### src/rtl/acog_div.sv
// Non-restoring iterative divider, one quotient bit per clock, unsigned or signed (truncating).
// done_o pulses WIDTH+2 clocks after the accepting edge (2 for a zero divisor); start_in is ignored while busy.
module acog_div #(
  parameter int WIDTH = 32
) (
  input  logic             clk_in,
  input  logic             reset_in,
  input  logic             start_in,
  input  logic             signed_in,
  input  logic [WIDTH-1:0] d_in,
  input  logic [WIDTH-1:0] s_in,
  output logic             busy_o,
  output logic             done_o,
  output logic [WIDTH-1:0] quot_o,
  output logic [WIDTH-1:0] rem_o,
  output logic             div_zero_o,
  output logic             ovf_o
);
  localparam int CW = $clog2(WIDTH);
  localparam logic [1:0] ST_IDLE = 2'd0;
  localparam logic [1:0] ST_PREP = 2'd1;
  localparam logic [1:0] ST_ITER = 2'd2;
  localparam logic [1:0] ST_FIX  = 2'd3;
  localparam logic [CW-1:0]    LAST    = CW'(WIDTH - 1);
  localparam logic [WIDTH-1:0] MIN_NEG = {1'b1, {(WIDTH-1){1'b0}}};

  logic [1:0]       state_q, state_d;
  logic [CW-1:0]    cnt_q, cnt_d;
  logic [WIDTH-1:0] d_q, d_d, s_q, s_d, smag_q, smag_d, q_q, q_d;
  logic [WIDTH-1:0] quot_q, quot_d, rem_q, rem_d;
  logic [WIDTH:0]   r_q, r_d;
  logic             sgn_q, sgn_d, qneg_q, qneg_d, rneg_q, rneg_d, zero_q, zero_d;
  logic             busy_q, busy_d, done_q, done_d, dz_q, dz_d, ovf_q, ovf_d;

  logic [WIDTH-1:0] d_mag, s_mag;
  logic [WIDTH:0]   r_shift, r_step, r_fix;

  assign d_mag   = (sgn_q && d_q[WIDTH-1]) ? -d_q : d_q;
  assign s_mag   = (sgn_q && s_q[WIDTH-1]) ? -s_q : s_q;
  // R is one bit wider than the operands; the shifted value may wrap, but every
  // post-step remainder lies in [-|S|, |S|) so modular arithmetic stays exact.
  assign r_shift = {r_q[WIDTH-1:0], q_q[WIDTH-1]};
  assign r_step  = r_q[WIDTH] ? r_shift + {1'b0, smag_q} : r_shift - {1'b0, smag_q};
  assign r_fix   = r_q[WIDTH] ? r_q + {1'b0, smag_q} : r_q;

  always_comb begin
    state_d = state_q;
    cnt_d   = cnt_q;
    d_d     = d_q;
    s_d     = s_q;
    sgn_d   = sgn_q;
    smag_d  = smag_q;
    q_d     = q_q;
    r_d     = r_q;
    qneg_d  = qneg_q;
    rneg_d  = rneg_q;
    zero_d  = zero_q;
    busy_d  = busy_q;
    done_d  = 1'b0;
    quot_d  = quot_q;
    rem_d   = rem_q;
    dz_d    = dz_q;
    ovf_d   = ovf_q;
    case (state_q)
      ST_IDLE: begin
        if (start_in) begin
          d_d     = d_in;
          s_d     = s_in;
          sgn_d   = signed_in;
          busy_d  = 1'b1;
          state_d = ST_PREP;
        end
      end
      ST_PREP: begin
        smag_d  = s_mag;
        q_d     = d_mag;
        r_d     = '0;
        cnt_d   = '0;
        qneg_d  = sgn_q & (d_q[WIDTH-1] ^ s_q[WIDTH-1]);
        rneg_d  = sgn_q & d_q[WIDTH-1];
        zero_d  = (s_q == '0);
        state_d = (s_q == '0) ? ST_FIX : ST_ITER;
      end
      ST_ITER: begin
        r_d   = r_step;
        q_d   = {q_q[WIDTH-2:0], ~r_step[WIDTH]};
        cnt_d = cnt_q + CW'(1);
        if (cnt_q == LAST) state_d = ST_FIX;
      end
      default: begin
        state_d = ST_IDLE;
        busy_d  = 1'b0;
        done_d  = 1'b1;
        if (zero_q) begin
          quot_d = '1;
          rem_d  = d_q;
          dz_d   = 1'b1;
          ovf_d  = 1'b0;
        end else begin
          quot_d = qneg_q ? -q_q : q_q;
          rem_d  = rneg_q ? -r_fix[WIDTH-1:0] : r_fix[WIDTH-1:0];
          dz_d   = 1'b0;
          ovf_d  = sgn_q && (d_q == MIN_NEG) && (&s_q);
        end
      end
    endcase
  end

  always_ff @(posedge clk_in or posedge reset_in) begin
    if (reset_in) begin
      state_q <= ST_IDLE;
      cnt_q   <= '0;
      d_q     <= '0;
      s_q     <= '0;
      sgn_q   <= 1'b0;
      smag_q  <= '0;
      q_q     <= '0;
      r_q     <= '0;
      qneg_q  <= 1'b0;
      rneg_q  <= 1'b0;
      zero_q  <= 1'b0;
      busy_q  <= 1'b0;
      done_q  <= 1'b0;
      quot_q  <= '0;
      rem_q   <= '0;
      dz_q    <= 1'b0;
      ovf_q   <= 1'b0;
    end else begin
      state_q <= state_d;
      cnt_q   <= cnt_d;
      d_q     <= d_d;
      s_q     <= s_d;
      sgn_q   <= sgn_d;
      smag_q  <= smag_d;
      q_q     <= q_d;
      r_q     <= r_d;
      qneg_q  <= qneg_d;
      rneg_q  <= rneg_d;
      zero_q  <= zero_d;
      busy_q  <= busy_d;
      done_q  <= done_d;
      quot_q  <= quot_d;
      rem_q   <= rem_d;
      dz_q    <= dz_d;
      ovf_q   <= ovf_d;
    end
  end

  assign busy_o     = busy_q;
  assign done_o     = done_q;
  assign quot_o     = quot_q;
  assign rem_o      = rem_q;
  assign div_zero_o = dz_q;
  assign ovf_o      = ovf_q;
endmodule

### config.mk
export PLATFORM = sky130hd
export DESIGN_NAME = acog_div
export DESIGN_NICKNAME = d
export VERILOG_FILES = /design/src/rtl/acog_div.sv
export SDC_FILE = /design/constraint.sdc
export NUM_CORES = 1
export LEC_CHECK = 0
export ABC_AREA = 1
export CAP_MARGIN = 40
export CORE_MARGIN = 8
export CORE_UTILIZATION = 34
export CTS_CLUSTER_SIZE = 14
export DETAILED_ROUTE_END_ITERATION = 10
export DONT_BUFFER_PORTS = 1
export GPL_TIMING_DRIVEN = 0
export HOLD_SLACK_MARGIN = 0.08
export SETUP_SLACK_MARGIN = 0.4
export SLEW_MARGIN = 20
export SYNTH_ARGS = -nofsm -noshare
export SYNTH_HDL_FRONTEND = slang
export SYNTH_SLANG_ARGS = --single-unit
### constraint.sdc
create_clock -name clk_in -period 19.1 [get_ports clk_in]
set_clock_uncertainty 0.05 [all_clocks]
set_input_delay 3.82 -clock clk_in [delete_from_list [all_inputs] [get_ports clk_in]]
set_output_delay 3.82 -clock clk_in [all_outputs]
set_load 0.01 [all_outputs]
==> qor.json, run 1 <==
{
  "placedCellCount": 3295,
  "synth_cell_types": 55,
  "initial_utilization_pct": 34.41,
  "r2r_depth": 22,
  "synth_async_sr_flop_share_pct": 100.0,
  "total_routed_wirelength_um": 67580,
  "synthesis.area_per_instance_um2": 6.785,
  "max-clock-path-buffers": 3,
  "hold_class": "flop to flop",
  "critical_path_arrival_ns": 5.71,
  "yosysTopAreaCellShare_pct": 33.95,
  "fp.dieArea_um2": 59580,
  "hold_violations": 0,
  "timing.max_cap.violations": 0,
  "worstSkewPairLatency_ns": 0.58,
  "critical_path_buf_inv_count": 4,
  "cp_common_cell": "clkbuf_1",
  "largest_incremental_delay_on_the_critical_path_ns": 0.67,
  "min_cycle_time_layout_ns": 5.309,
  "timing.rr.end": "r_q[22]",
  "max_freq_mhz": 188.4,
  "worst_setup_path_start_kind": "input port",
  "cts.hold.buffers_added": 0,
  "drive_above_1_share_pct": 5.356,
  "unrepaired_setup_endpoints_after_global_routing": "false",
  "worst_setup_path_startpoint": "start_in",
  "cts_setup_buffers": 0,
  "largest_net_degree_at_the_start_of_global_routing": 108,
  "timing.critical_path.max_delay_family": "buffers and inverters",
  "critical_path_cell_by_cell": "nand2_1, clkbuf_1, clkbuf_1, clkbuf_1, buf_6, a21oi_1",
  "end_kind": "flop",
  "post-dp-hpwl_um": 55370,
  "tritoncts_clock_tree": "yes",
  "avgRoutedWirePerCell_um": 20.17,
  "post-route-drc-count": 0,
  "route.detailed.vias_per_inst": 5.365,
  "post-route-period-util_pct": 27.79,
  "cts.repair.resized": 0,
  "power.net_switching_uw": 2105,
  "gp_congestion": 0.9681,
  "timing_worst_slew_pin_value_ns": 0.8765,
  "cts_inserted_buffers": 30,
  "synth.cells.most_frequent": "700 x nand2_1, 322 x inv_1, 276 x nor2_1, 240 x dfrtp_1, 203 x nand3_1",
  "gr-usage-all-layers_pct": 21.95,
  "met2WireLength_um": 30310,
  "hold_path_startpoint": "q_q[21]",
  "powerDensity_nw_per_um2": 200.1,
  "pwr-share-seq_pct": 27.6,
  "chipWidth_um": 244.1,
  "number_of_flip_flops_and_latches_in_the_synthesized_netlist": 240,
  "ys_seq_area_share_pct": 33.95,
  "mappedNetlistNets": 2752,
  "cts.htree.levels": 1,
  "timing.setup.tns_ns": 0,
  "worst_ir_drop_vdd_uv": 95.74,
  "num_vias": 17970,
  "setup_viol": 0,
  "netlist_top_cells_area": "dfrtp_1 34%, nand2_1 15%, inv_1 6.8%",
  "gr_overflow_total": 0,
  "power_share_of_the_clock_group_pct": 14.5,
  "crit_path_max_fanout": 10,
  "top_level_ports": 136,
  "p_int_uw": 1833,
  "total_iterations_of_the_first_detailed_routing_run": 6,
  "criticalPathCategory": "input port to flop",
  "port_buffers": 0,
  "critical-path-slowest-cell": "clkbuf_1",
  "r2r_setup_slack_ns": 13.81,
  "grt_antenna_before_repair": 0,
  "maxUsedRoutingLayer": "met4",
  "final_nets": 2794,
  "dr.first_iter.drc_count": 1559,
  "wl_met3_um": 4686,
  "postRouteAntennaNets": 0,
  "die_y_um": 244.1,
  "power.share.switching_pct": 53.46,
  "run_status": "finished clean",
  "fillCellCount": 5512,
  "drv_slew": 0,
  "core_area_um2": 51410,
  "synth_most_common_cell": "nand2_1",
  "ctsRootBufferMaster": "clkbuf_16",
  "count_of_flip_flops_with_a_built_in_enable_after_synthesis": 0,
  "cts.reportedPaths.clkPinSlew_ns": 0.06,
  "via_count_of_the_first_global_routing_pass": 17300,
  "netlist_area_um2": 17690,
  "synthFlopType": "dfrtp_1",
  "areaGrowthSynthToFinish_pct": 11.30,
  "power.leakage_uw": 0.009701,
  "finish.cell_count_without_fillers": 3350,
  "numClockSinks": 240,
  "synth_largest_area_cell": "dfrtp_1",
  "placement_rows": 83,
  "capturing_element_of_the_worst_setup_path": "s_q[27]",
  "comb_power_share_pct": 58.0,
  "post_synth_inst_count": 2607,
  "wirelength_met1_um": 30520,
  "worstPathRequired_ns": 19.51,
  "grt_pass1_wl_um": 103000,
  "n_antenna_cell": 0,
  "critical_path_cell_count": 6,
  "rr_startpoint": "r_q[32]",
  "worst_case_headroom_to_the_max_slew_limit_pct": 41.57,
  "warnings_from_yosys": 0
}
placed cells by master (no fill, tap or decap), drive strengths merged, types with 2 or more instances in the layout:
master  netlist  routed
a21boi        6       6
a21o          4       4
a21oi       152     152
a22o          2       2
a31oi        31      31
and2          3       3
buf          13      23
clkbuf       69     117
clkinv       10      13
dfrtp       240     240
fa            2       2
ha           75      75
inv         337     337
mux2         20      20
nand2       709     709
nand3       207     207
nand3b        9       9
nand4        31      31
nor2        283     283
nor3         41      41
nor4          8       8
o211ai       20      20
o21ai       165     165
o21bai        3       3
o221ai       38      38
o22ai         9       9
o31ai         6       6
o32ai         4       4
or2          19      19
xnor2        20      20
xor2         61      61
cell type report:
type | count | area [um^2] | share of cell area [%]
buffer | 82 | 325.3 | 1.652
clock buffer | 48 | 929.6 | 4.722
clock inverter | 5 | 52.55 | 0.2669
inverter | 347 | 1310 | 6.654
multi-input combinational | 1938 | 10050 | 51.07
sequential | 240 | 6006 | 30.51
tap | 680 | 850.8 | 4.322
timing repair buffer | 10 | 157.7 | 0.8008
routing by layer:
metal  vias up  global-route usage (%)
met2       666                   35.20
met5         -                       0
met3       100                   3.434
li1       8645                       -
met1      8561                   30.16
met4         0                   6.817
through the flow:
stage	hold WS, ns	power (uW)	cell area (um^2)	worst slack, ns	util, %
global route	0.4840	4280	19690	13.32	38.30
floorplan	0.4090	2581	17690	8.642	-
detailed placement	0.4419	3331	18670	13.24	36.31
global placement	0.4347	3286	18540	6.002	36.06
CTS	0.4405	3915	19650	13.84	38.22
finish	0.4621	3939	19690	13.79	38.30
cells by family (layout without fill, tap and decap cells):
| kind of cell | after synthesis | in the layout | synth area share [%] |
|---|---|---|---|
| buf+inv | 429 | 492 | 9.203 |
| xor+xnor | 81 | 81 | 4.011 |
| fa+ha+maj | 77 | 77 | 5.532 |
| flops | 240 | 240 | 33.95 |
| mux | 20 | 20 | 1.273 |
| compound gates | 448 | 448 | 14.69 |
| simple gates | 1312 | 1312 | 31.34 |
worst register-to-register path, cell delays in order (launching register included):
cell,delay (ns)
dfrtp_1,0.43
buf_2,0.27
buf_1,0.45
clkbuf_1,0.45
clkbuf_1,0.54
nand2_1,0.09
o21ai_0,0.16
inv_1,0.10
fa_1,0.39
inv_1,0.07
nand2_1,0.07
o21ai_1,0.21
a21boi_0,0.20
o21ai_1,0.26
inv_1,0.09
o21ai_1,0.46
a21boi_0,0.17
inv_1,0.12
nand2_1,0.06
nand2_1,0.16
a21oi_1,0.09
o21ai_0,0.12
o21ai_0,0.11
sequential cells by signal (all words and copies together) (netlist names), 2 cells and up:
signal,flops
r_q,33
d_q,32
q_q,32
quot_o,32
rem_o,32
s_q,32
smag_q,32
cnt_q,5
state_q,2
worst min path at each step:
stage | end | slack, ns | cells after the start
2_1_floorplan | q_q[22] | 0.41 | 2
3_3_place_gp | q_q[22] | 0.43 | 2
3_5_place_dp | q_q[22] | 0.44 | 2
4_1_cts | q_q[22] | 0.44 | 2
5_1_grt | q_q[22] | 0.48 | 2
6_report | q_q[22] | 0.46 | 2
power groups by stage:
stage | logic [uW] | registers (uW) | clock network (uW)
3_5_place_dp | 2240 | 1090 | 0
2_1_floorplan | 1630 | 952 | 0
3_3_place_gp | 2200 | 1080 | 0
4_1_cts | 2260 | 1080 | 577
6_report | 2280 | 1090 | 570
5_1_grt | 2570 | 1110 | 596
Power figures use the tool's default switching activity.
==> inputs of run 2 (changes only) <==
==> constraint.sdc (replaced) <==
create_clock -name clk_in -period 5.25 [get_ports clk_in]
set_clock_uncertainty 0.05 [all_clocks]
set_input_delay 1.05 -clock clk_in [delete_from_list [all_inputs] [get_ports clk_in]]
set_output_delay 1.05 -clock clk_in [all_outputs]
set_load 0.01 [all_outputs]
==> qor.json, run 2 (synthesized netlist as in run 1, its figures left out) <==
{
  "post-route-period-util_pct": 88.46,
  "worstSkewPairLatency": {"value": 0.57, "unit": "ns", "change": "about the same"},
  "hold_class": "input port to async pin",
  "timing.max_cap.violations": {"value": 0, "change": "unchanged"},
  "route.detailed.vias_per_inst": {"value": 5.338, "change": "-0.49%"},
  "mostFrequentLayoutCells": "700 x nand2_1, 321 x inv_1, 276 x nor2_1, 238 x dfrtp_1, 203 x nand3_1",
  "drive_above_1_share": {"value": 6.236, "unit": "%", "change": "+0.88 points"},
  "total_iterations_of_the_first_detailed_routing_run": {"value": 5, "change": "-1"},
  "worstPathRequired": {"value": 5.62, "unit": "ns", "change": "-13.89 ns"},
  "critical_path_arrival": {"value": 5.01, "unit": "ns", "change": "-0.70 ns"},
  "numClockSinks": {"value": 240, "change": "unchanged"},
  "worst_ir_drop_vdd": {"value": 364.6, "unit": "uV", "change": "+280%"},
  "setup_viol": {"value": 0, "change": "unchanged"},
  "power.leakage": {"value": 0.009801, "unit": "uW", "change": "+1.0%"},
  "die_y": {"value": 244.1, "unit": "um", "change": "unchanged"},
  "post-route-drc-count": {"value": 0, "change": "unchanged"},
  "cts.htree.levels": {"value": 1, "change": "unchanged"},
  "placement_rows": {"value": 83, "change": "unchanged"},
  "end_kind": "flop",
  "critical_path_buf_inv_count": {"value": 8, "change": "+4"},
  "design_area": {"value": 19880, "unit": "um^2", "change": "+1.0%"},
  "gp_congestion": {"value": 0.9864, "change": "+1.9%"},
  "run_status": "finished clean",
  "criticalPathCategory": "flop to flop",
  "gr-usage-all-layers": {"value": 22.15, "unit": "%", "change": "+0.19 points"},
  "critical-path-slowest-cell": "dfrtp_1",
  "largest_register_ff_count": {"value": 33, "change": "unchanged"},
  "largest_net_degree_at_the_start_of_global_routing": {"value": 36, "change": "-67%"},
  "grt_pass1_wl": {"value": 103700, "unit": "um", "change": "+0.70%"},
  "largest_incremental_delay_on_the_critical_path": {"value": 0.43, "unit": "ns", "change": "-0.24 ns"},
  "chipWidth": {"value": 244.1, "unit": "um", "change": "unchanged"},
  "drv_slew": {"value": 0, "change": "unchanged"},
  "ctsRootBufferMaster": "clkbuf_16",
  "via_count_of_the_first_global_routing_pass": {"value": 17520, "change": "+1.3%"},
  "powerDensity": {"value": 726.3, "unit": "nW/um^2", "change": "+260%"},
  "timing.critical_path.max_delay_family": "buffers and inverters",
  "timing_worst_slew_pin_value": {"value": 0.8688, "unit": "ns", "change": "-0.007648 ns"},
  "total_routed_wirelength": {"value": 67580, "unit": "um", "change": "about the same"},
  "fp.dieArea": {"value": 59580, "unit": "um^2", "change": "unchanged"},
  "unrepaired_setup_endpoints_after_global_routing": "true",
  "final_nets": {"value": 2802, "change": "+0.29%"},
  "largest-register": "r_q",
  "critical_path_cell_by_cell": "inv_2, buf_6, buf_2, buf_2, clkbuf_2, buf_2, nand2_1, xnor2_1, ha_1, a21oi_1, a21boi_0, o21ai_1, inv_1, o21ai_4, a21boi_0, inv_1, nand2_1, nand2_1, o21ai_1, o21ai_0",
  "postRouteAntennaNets": {"value": 0, "change": "unchanged"},
  "tritoncts_clock_tree": "yes",
  "grt_antenna_before_repair": {"value": 0, "change": "unchanged"},
  "post-route-util": {"value": 38.68, "unit": "%", "change": "+0.38 points"},
  "core_area": {"value": 51410, "unit": "um^2", "change": "unchanged"},
  "placed_area": {"value": 18780, "unit": "um^2", "change": "+0.62%"},
  "num_vias": {"value": 17930, "change": "-0.26%"},
  "port_buffers": {"value": 0, "change": "unchanged"},
  "gr_overflow_total": {"value": 0, "change": "unchanged"},
  "max_freq_mhz": 215.3,
  "areaGrowthSynthToFinish_pct": 12.41,
  "cts.reportedPaths.clkPinSlew": {"value": 0.06, "unit": "ns", "change": "about the same"},
  "worst_setup_path_start_kind": "flop",
  "hold_violations": {"value": 0, "change": "unchanged"},
  "max-clock-path-buffers": {"value": 3, "change": "unchanged"},
  "min_cycle_time_layout_ns": 4.644,
  "crit_path_max_fanout": {"value": 10, "change": "unchanged"},
  "post-dp-hpwl": {"value": 55820, "unit": "um", "change": "+0.82%"},
  "top_level_ports": {"value": 136, "change": "unchanged"},
  "initial_utilization": {"value": 34.41, "unit": "%", "change": "unchanged"},
  "cts_inserted_buffers": {"value": 29, "change": "-3.3%"},
  "dr.first_iter.drc_count": {"value": 1701, "change": "+9.1%"},
  "layout.cells.most_common": "nand2_1",
  "avgRoutedWirePerCell": {"value": 20.13, "unit": "um", "change": "-0.23%"},
  "worst_case_headroom_to_the_max_slew_limit": {"value": 42.08, "unit": "%", "change": "+0.51 points"},
  "n_antenna_cell": {"value": 0, "change": "unchanged"}
}
## run 2: metrics by stage
stage	instances	TNS (ns)	hold WS, ns	worst slack (ns)	total power (uW)
floorplan	2607	0	0.4090	1.002	9389
CTS	3353	0	0.3578	0.4127	14330
finish	3358	0	0.3576	0.6057	14440
global route	3358	0	0.3695	0.3617	15680
detailed placement	3301	-0.1546	0.4423	-0.1546	12110
global placement	3287	-93.34	0.4375	-0.4299	11950
## run 2: final cells by class
cell class,instances,area (um^2)
Inverter,347,1306
Multi-Input combinational cell,1938,10080
Timing Repair Buffer,19,287.8
Fill cell,5427,31520
Clock inverter,14,178.9
Clock buffer,38,839.6
Buffer,82,336.6
Tap cell,680,850.8
Sequential cell,240,6008
## run 2: final timing paths
check,from,endpoint,slack (ns),cells after the start
setup reg to reg,r_q[32],r_q[22],0.61,20
setup / recovery,r_q[32],r_q[22],0.61,20
hold reg to reg,q_q[21],q_q[22],0.46,2
min in group clk_in,q_q[21],q_q[22],0.46,2
hold / removal,reset_in,quot_o[9],0.36,1
max in group asynchronous,reset_in,s_q[28],3.59,5
## run 2: metal layers
metal  GRT usage [%]  vias up  wire [um]
met1           30.16     8507      29800
met4           9.253        0       3141
met5               0        -          0
met2           34.28      654      29210
li1                -     8643          -
met3           4.066      122       5430
## run 2: report_power, final
group / internal (uW) / switching, uW
logic: 2750 / 5590
clock network: 1310 / 835
registers: 2710 / 1240
total: 6770 / 7670
## run 2: repair_timing
item | in CTS | in global routing
hold buffers | 0 | 0
buffers inserted | 0 | 2
endpoints found under the setup margin | 10 | 7
pin swaps | 0 | 1
gates cloned | 0 | 0
resized for setup | 5 | 10
## run 2: worst register-to-register path: cells and delay by family (launching register included)
family          cells  cell delay, ns
flops               1            0.43
xor+xnor            1            0.14
fa+ha+maj           1            0.35
buf+inv             8            1.75
compound gates      7            1.47
simple gates        3            0.31
